## src/rtl/note_pkg.sv

```systemverilog
// rtl/note_pkg.sv - shared note-length constants, divisor table and encoder state type
package note_pkg;

  // Default width of the tempo input and the duration counter
  localparam int CNT_W_DEFAULT = 64;

  // Divisor per length code: code k lasts floor(4*cycles_per_beat / LEN_DIV[k]).
  // The first element listed is index 15, the last is index 0.
  localparam logic [15:0][6:0] LEN_DIV = {
    7'd64, 7'd32, 7'd24, 7'd16, 7'd15, 7'd12, 7'd10, 7'd9,
    7'd8,  7'd7,  7'd6,  7'd5,  7'd4,  7'd3,  7'd2,  7'd1
  };

  typedef enum logic [1:0] {
    IDLE    = 2'd0,
    MEASURE = 2'd1,
    SEARCH  = 2'd2
  } enc_state_t;

endpackage

```

## src/rtl/length_divisor_lut.sv

```systemverilog
// rtl/length_divisor_lut.sv - combinational length code to divisor lookup
module length_divisor_lut
  import note_pkg::*;
(
  input  logic [3:0] code,
  output logic [6:0] divisor
);

  assign divisor = LEN_DIV[code];

endmodule

```

## src/rtl/note_length_encoder.sv

```systemverilog
// rtl/note_length_encoder.sv - measures a held note and quantizes it to a length code
module note_length_encoder
  import note_pkg::*;
#(
  parameter int CNT_W = CNT_W_DEFAULT
) (
  input  logic             clk,
  input  logic             rst_n,
  input  logic             note_on,
  input  logic [CNT_W-1:0] cycles_per_beat,
  output logic             busy,
  output logic             code_valid,
  output logic [3:0]       code,
  output logic             too_short
);

  // Product (dur+1)*D needs CNT_W+1 bits times 7 bits; keep the full width
  localparam int WIDE_W = CNT_W + 8;

  enc_state_t       state;
  logic             note_on_q;
  logic [CNT_W-1:0] dur;
  logic [3:0]       k;
  logic [CNT_W+1:0] target;
  logic [6:0]       divisor;

  logic [WIDE_W-1:0] dur_ext;
  logic [WIDE_W-1:0] div_ext;
  logic [WIDE_W-1:0] product;
  logic [WIDE_W-1:0] target_ext;
  logic              hit;

  length_divisor_lut u_lut (
    .code    (k),
    .divisor (divisor)
  );

  // Candidate k matches when floor(T/D[k]) <= dur, i.e. T < (dur+1)*D[k]
  always_comb begin
    dur_ext    = WIDE_W'(dur) + WIDE_W'(1);
    div_ext    = WIDE_W'(divisor);
    product    = dur_ext * div_ext;
    target_ext = WIDE_W'(target);
    hit        = (target_ext < product);
  end

  // Edge detect, duration counter and sequential code search with registered outputs
  always_ff @(posedge clk or negedge rst_n) begin
    if (!rst_n) begin
      state      <= IDLE;
      note_on_q  <= 1'b0;
      dur        <= '0;
      k          <= 4'd0;
      target     <= '0;
      busy       <= 1'b0;
      code_valid <= 1'b0;
      code       <= 4'd0;
      too_short  <= 1'b0;
    end else begin
      note_on_q  <= note_on;
      code_valid <= 1'b0;
      case (state)
        IDLE: begin
          // Only a fresh rising edge starts a measurement; a held level is ignored
          if (note_on && !note_on_q) begin
            state <= MEASURE;
            dur   <= CNT_W'(1);
            busy  <= 1'b1;
          end
        end
        MEASURE: begin
          if (note_on) begin
            if (dur != '1) begin
              dur <= dur + CNT_W'(1);
            end
          end else begin
            // Tempo is frozen here; later changes cannot disturb the search
            target <= {cycles_per_beat, 2'b00};
            k      <= 4'd0;
            state  <= SEARCH;
          end
        end
        SEARCH: begin
          if (hit) begin
            code       <= k;
            too_short  <= 1'b0;
            code_valid <= 1'b1;
            busy       <= 1'b0;
            state      <= IDLE;
          end else if (k == 4'd15) begin
            code       <= 4'd15;
            too_short  <= 1'b1;
            code_valid <= 1'b1;
            busy       <= 1'b0;
            state      <= IDLE;
          end else begin
            k <= k + 4'd1;
          end
        end
        default: begin
          state <= IDLE;
          busy  <= 1'b0;
        end
      endcase
    end
  end

endmodule
```

## config.mk

```make
export PLATFORM = sky130hd
export DESIGN_NAME = note_length_encoder
export DESIGN_NICKNAME = d
export VERILOG_FILES = /design/src/rtl/note_pkg.sv /design/src/rtl/length_divisor_lut.sv /design/src/rtl/note_length_encoder.sv
export SDC_FILE = /design/constraint.sdc
export NUM_CORES = 1
export LEC_CHECK = 0
export BUFFER_PORTS_ARGS = -buffer_cell sky130_fd_sc_hd__buf_4
export CAP_MARGIN = 5
export CELL_PAD_IN_SITES_DETAIL_PLACEMENT = 0
export CELL_PAD_IN_SITES_GLOBAL_PLACEMENT = 1
export CORE_MARGIN = 5
export CORE_UTILIZATION = 40
export CTS_BUF_LIST = sky130_fd_sc_hd__clkbuf_4 sky130_fd_sc_hd__clkbuf_8
export CTS_CLUSTER_DIAMETER = 40
export CTS_CLUSTER_SIZE = 40
export DETAILED_ROUTE_END_ITERATION = 8
export PLACE_DENSITY_LB_ADDON = 0.1
export RECOVER_POWER = 25
export SYNTH_ARGS = -nofsm -noshare
export SYNTH_HDL_FRONTEND = slang
export SYNTH_SLANG_ARGS = --single-unit
```

## constraint.sdc

```tcl
create_clock -name clk -period 10.4 [get_ports clk]
set_input_delay 2.08 -clock clk [delete_from_list [all_inputs] [get_ports clk]]
set_output_delay 2.08 -clock clk [all_outputs]
set_load 0.05 [all_outputs]
```

# == Word-level counts from Yosys, hierarchy flattened ==
# Memory sizes are Yosys's and may differ from the RTL's.
# Cells that the tools add are included.
# word_totals
register_bits,142
romBits,112
input_bits,67
out_inout_bits,7
wordCells,66
memories,1
# memory_table
memory,words,width,rd,rd_clocked_by_memory_dff,wr,line_no,source
(name not given),16,7,1,0,0,length_divisor_lut.sv:9,assign divisor = LEN_DIV[code];
# classes
addsub,3
n_mul,1
magnitude_cmp,2
eq_ne,11
mux,25
n_bitwise,2
n_reduce_logical,12
# ops
cell,n
2-to-1 mux 64 bit,3
one-hot mux 64 bit (2 select lines),1
< comparator 66 x 72 -> 1 bit,1
multiplier 65 x 7 -> 72 bit,1
"adder 64 x 1 -> 65 bit, second input constant",1
"adder 64 x 1 -> 64 bit, second input constant",1
"inequality test 64 bit, second input constant",1
2-to-1 mux 4 bit,5
"inequality test 2 bit, second input constant",6
2-to-1 mux 1 bit,8
2-to-1 mux 2 bit,4
one-hot mux 4 bit (2 select lines),1
AND reduction 4 bit,2
2-to-1 mux 7 bit,1
one-hot mux 2 bit (3 select lines),1
AND reduction 3 bit,2
nonzero test 2 bit,3
"< comparator 4 x 5 -> 1 bit, second input constant",1
"adder 4 x 1 -> 4 bit, second input constant",1
"equality test 4 bit, second input constant",1
AND reduction 2 bit,2
"inequality test 3 bit, second input constant",1
one-hot mux 1 bit (3 select lines),1
"equality test 2 x 1 -> 1 bit, second input constant",1
other kinds (5),6

# == Depth between registers and ports, before layout ==
# depth
depth_word,6
mapped_depth,42

# == Hierarchy ==
# A second synthesis with hierarchy kept.
# unflattened
cells_unflattened,2620
area_unflattened_um2,23137.2
# modules_own_cells
module,n_inst,cells_each,area_each_um2,seq_area_each_um2
note_length_encoder,1,2597,22967.0,3553.4
length_divisor_lut,1,23,170.2,0.0

# == Worst setup path before layout ==
# Ideal clock, no wire load.
# synth_path
path_type,register -> register
startpoint,register dur[1]
endpoint,register k[3]
setup_ps,120
t_arrival_ps,9584
required_time_ps,10280
path_slack_ps,697
stages_incl_launch_ff,43
n_path_buf,2
period_less_slack_ps,9703
path_cell_list,dfrtp_1 -> ha_1 -> clkbuf_1 -> nand3_1 -> nor3_2 -> and3_1 -> and3_1 -> and3_1 -> nand3_1 -> nor3_1 -> xnor2_1 -> nor2_1 -> fa_1 -> fa_1 -> fa_1 -> inv_1 -> fa_1 -> inv_1 -> [... 7 more ...] -> a21oi_1 -> o21bai_1 -> a21boi_0 -> o31ai_1 -> a21oi_1 -> xor2_1 -> ha_1 -> nand4_1 -> nor2_1 -> and3_1 -> nand2_1 -> nor3_1 -> o211ai_1 -> a41o_1 -> nor4_2 -> nor4b_4 -> nand4_1 -> a31o_1
# synth_between
elab_chain_cells,5
# synth_rtl
element,line_no,source
start: declaration,note_length_encoder.sv:22,logic [CNT_W-1:0] dur;
start signal: assignment,note_length_encoder.sv:74,dur <= dur + CNT_W'(1);
adder 64 x 1 -> 65 bit,note_length_encoder.sv:40,dur_ext = WIDE_W'(dur) + WIDE_W'(1);
multiplier 65 x 7 -> 72 bit,note_length_encoder.sv:42,product = dur_ext * div_ext;
< comparator 66 x 72 -> 1 bit,note_length_encoder.sv:44,hit = (target_ext < product);
inequality test 2 bit (no source line),--,
AND reduction 4 bit (no source line),--,
end signal: assignment,note_length_encoder.sv:97,k <= k + 4'd1;
end: declaration,note_length_encoder.sv:23,logic [3:0] k;
# Every way passes these cells.
# A chain may end at the register's enable or synchronous reset.

# == Worst setup path after layout ==
# layout_path
startpoint,register dur[8]
endpoint,register k[3]
# Same word-level chain as after synthesis.

==> results.txt <==
- For this design the ratio of total power to cell area is 95.4 mW/mm².
- Switching part of the total power: 44.4%
- Slew Limit Fails: 93
- Final worst path period share: 95.3%
- Including well taps, the total number of placed cells is 3443.
* Hold/Removal Path Class: reg -> reg
- The via count of the first global-routing pass is 19.8k.
- Global routing used 22.6% of the available tracks across all layers.
* Outcome: finished with violations
- Setup repair after global routing could not meet its margin everywhere.
- After layout, the worst setup slack is 491 ps.
- Clock latency reported for the late side of the worst-skew pair: 550 ps
* Total global routing overflow: 0
- Dpl cell area: 0.0245 mm²
* Number of library cell types mapped by synthesis: 77
- After routing, the total negative slack on setup checks comes to 0 ps.
- Placeable core area: 0.0553 mm²
* CTS Hold Buffers Added: 0
- STA classifies the critical path startpoint as a flop.
* Count of final setup violators: 0
- CTS placed an instance of clkbuf_8 at the clock tree root.
* Worst rel slew slack: -265%
- Sum of routed wire length over all layers: 66300 µm
- The first global-routing pass estimated 109000 µm of wire.
* Num Clock Sinks: 142
- Proportion of synthesized flip-flops having asynchronous set or reset: 100%
* Largest fanout of any net on the critical path: 9
* NumNets Final: 3267
- Utilization after layout: 45.6%
- VDD sags by at most 0.104 mV.
* Tightest Pin Transition: 5470 ps
- Entering global routing, the biggest net connects 93 pins.
- Per report_power, the clock group accounts for 19.9% of the total.
- The area growth from synthesis to layout is 12.8%.
- Power share of the sequential group: 33.2%
- At the end of routability-driven placement, the weighted congestion stood at 0.886.
* Fraction of met3 tracks used by global routing: 2.48%
- First drt pass iteration count: 5
- TritonCTS built the clock tree.
- The initial utilization of the core area, before any placement, comes to 40.5%.
- Counting every instance in the synthesized netlist gives 2613.
* Overall die height: 247 µm
- In the final layout, the share of cells above drive strength 1 is 13.8%.
* Post-route clock skew: 20.2 ps
- Summing the sequential cell areas from Yosys gives 15.9% of the chip area.
- The number of antenna violations at the first check in global routing is 1.
- Post-Syn Area per Cell: 8.56 µm²
- Crit. End Element: flop
- Worst reg2reg setup slack: 490 ps
- Gr busiest metal: met2
* #FFs+latches synth: 142
* Dominant cell type by area after synthesis: fa_1
- The die is 247 µm wide.
- The count of endpoints failing hold in the final timing report is 0.
- After clock tree synthesis, the clock-pin slew on the worst setup and hold paths is 110 ps.
- The analysis attributes to net switching a power of 1.07 mW.
* Routing usage on met2: 38.8%
- Number of non-filler instances in the completed layout: 3488
- The worst setup path is of the reg -> reg kind.
- For this run, the number of Yosys warnings is 0.
- Violations in the final reports: max-capacitance violations, max-slew violations
- Required time at the worst-slack endpoint: 10850 ps
- On the worst path, the slowest cell contributes a delay of 580 ps.
* Number of DRC markers in iteration 0: 1020
- During I/O placement, the number of pins put on the boundary was 74.
* H-tree levels: 4
- Full die area: 0.0608 mm²
- Final hold slack: 519 ps
- By area the synthesized netlist is led by fa_1 (28%), dfrtp_1 (16%), ha_1 (8.9%).
- Placement Setup Slack: -251 ps
- Among all stages on the critical path, the largest delay is contributed by fa_1.
* Peak clock frequency supported by timing: 0.101 GHz
* Cell Area, Synth: 0.0224 mm²
- The smallest clock period supported by the final layout is computed as 9910 ps.
* Max-cap violations: 1
- Number of cell rows: 86
- The number of nets in the synthesized netlist is 3154.
- Total leakage power: 11.7 nW
- For this run, the leading register cell type out of synthesis is dfrtp_1.
* DP Wirelength: 53700 µm
- Internal Power: 1.34 mW
- Detailed routing inserted a total of 18.7k vias.
* Number of enable flip-flop cells after synthesis: 0
- After detailed routing, the average wire length per cell comes to 19.0 µm.
- After detailed routing, the number of vias per cell comes to 5.36.
- Number of I/O port buffers: 73
- For this run, global-route usage on met1 was measured as 30.7%.
* Portion of total power attributed to combinational logic: 46.8%
* Number of buffers on the longest clock path: 2
* DR DRC count: 0
* CP Data Arrival Time: 10360 ps
- The design draws 2.41 mW.
- In this run the remaining antenna-violating nets after routing total 0.
- Buffers inserted during clock tree synthesis total 17.
- After routing the design area is 0.0252 mm².
* Proportion of netlist area held by the largest area contributor: 28.1%
power by group through the flow:
stage / logic (mW) / registers [mW] / clock network [mW]
global route: 1.26 / 0.820 / 0.527
finish: 1.13 / 0.800 / 0.480
global placement: 1.11 / 0.812 / 0
detailed placement: 1.13 / 0.814 / 0
floorplan: 0.710 / 0.818 / 0
CTS: 1.14 / 0.804 / 0.507
state kept, by name, indices dropped and copies added, names as in the netlist:
| signal | count |
|---|---|
| too_short | 1 |
| note_on_q | 1 |
| k | 4 |
| dur | 64 |
| state | 2 |
| target | 64 |
| busy | 1 |
| code | 4 |
| code_valid | 1 |
path summary, 6_finish.rpt:
path / end / start / cells after the start
setup / recovery: k[3]$_DFFE_PN0P_ / dur[8]$_DFFE_PN0P_ / 40
hold / removal: too_short$_DFFE_PN0P_ / too_short$_DFFE_PN0P_ / 1
setup reg to reg: k[3]$_DFFE_PN0P_ / dur[8]$_DFFE_PN0P_ / 40
hold reg to reg: too_short$_DFFE_PN0P_ / too_short$_DFFE_PN0P_ / 1
max in group asynchronous: dur[12]$_DFFE_PN0P_ / rst_n / 1
min in group asynchronous: target[18]$_DFFE_PN0P_ / rst_n / 1
cell usage after synthesis, drive strengths merged, types with 5 or more instances:
library cell / instances
nor2: 387
inv: 319
fa: 314
nand2: 255
ha: 160
dfrtp: 142
a21oi: 130
o21ai: 123
clkbuf: 97
xnor2: 72
mux2: 65
xor2: 60
nand3: 59
nand4: 56
nand2b: 51
a21o: 31
and3: 27
nor3: 23
o31ai: 19
buf: 18
o21a: 17
o21bai: 16
and2: 15
a211oi: 13
a22o: 11
and4: 10
nor2b: 10
nor4: 10
a31oi: 9
o211ai: 8
or3: 7
a21boi: 6
o22ai: 5
layout make-up:
cell class              instances  area [µm²]
flip-flops and latches        142        3550
diodes                          1        2.50
clock buffers                  17         234
well taps                     748         936
inverters                     319        1200
multi-input cells            2037       17500
clock inverters                15         159
fillers                      5577       30100
repair buffers                209        1610
placed cells by master, fill, tap and decap left out, types with 8 or more instances in the layout:
| master | netlist | routed |
|---|---|---|
| o21a_1 | 17 | 17 |
| o21bai_1 | 16 | 15 |
| a22o_1 | 11 | 11 |
| nor3_1 | 19 | 13 |
| inv_1 | 319 | 319 |
| fa_1 | 314 | 314 |
| a211oi_1 | 13 | 10 |
| a21oi_1 | 128 | 125 |
| dfrtp_1 | 142 | 141 |
| o31ai_1 | 19 | 18 |
| nand2b_1 | 51 | 51 |
| o211ai_1 | 8 | 8 |
| a21o_1 | 31 | 31 |
| nand3_1 | 58 | 54 |
| nand2_1 | 255 | 255 |
| and3_1 | 27 | 27 |
| buf_4 | 0 | 203 |
| clkbuf_8 | 0 | 17 |
| and4_1 | 10 | 10 |
| nand4_1 | 56 | 56 |
| xnor2_1 | 72 | 66 |
| ha_1 | 160 | 159 |
| xor2_1 | 60 | 55 |
| and2_1 | 14 | 14 |
| mux2_2 | 65 | 65 |
| nor2b_1 | 10 | 10 |
| o21ai_0 | 121 | 119 |
| nor2_1 | 387 | 382 |
timing repair:
item | CTS | global route
pin swaps | 0 | 8
setup endpoints to repair | 12 | 12
setup buffers | 0 | 12
gates resized for setup | 7 | 47
layer usage:
layer | part of all wire (%) | routed length [µm]
met5 | 0 | 0
met4 | 2.6 | 1700
met3 | 3.0 | 2010
met2 | 50 | 32900
met1 | 45 | 29700
critical path: cells and delay by family (launching register included):
kind / cells / cell delay, ps
AO/OA/AOI/OAI: 11 / 2190
XOR/XNOR: 2 / 330
adder cells (fa/ha/maj): 6 / 2780
buffers and inverters: 4 / 440
flip-flops: 1 / 470
AND/OR/NAND/NOR: 17 / 3560
kinds of logic after synthesis:
logic type,count (synthesis),synth area share [%]
multiplexers,65,3.27
flip-flops,142,15.9
XOR/XNOR,132,5.17
adder cells (fa/ha/maj),474,37.0
AO/OA/AOI/OAI,439,12.4
buffers and inverters,434,7.40
AND/OR/NAND/NOR,927,18.8
(Power assumes the default switching activity.)
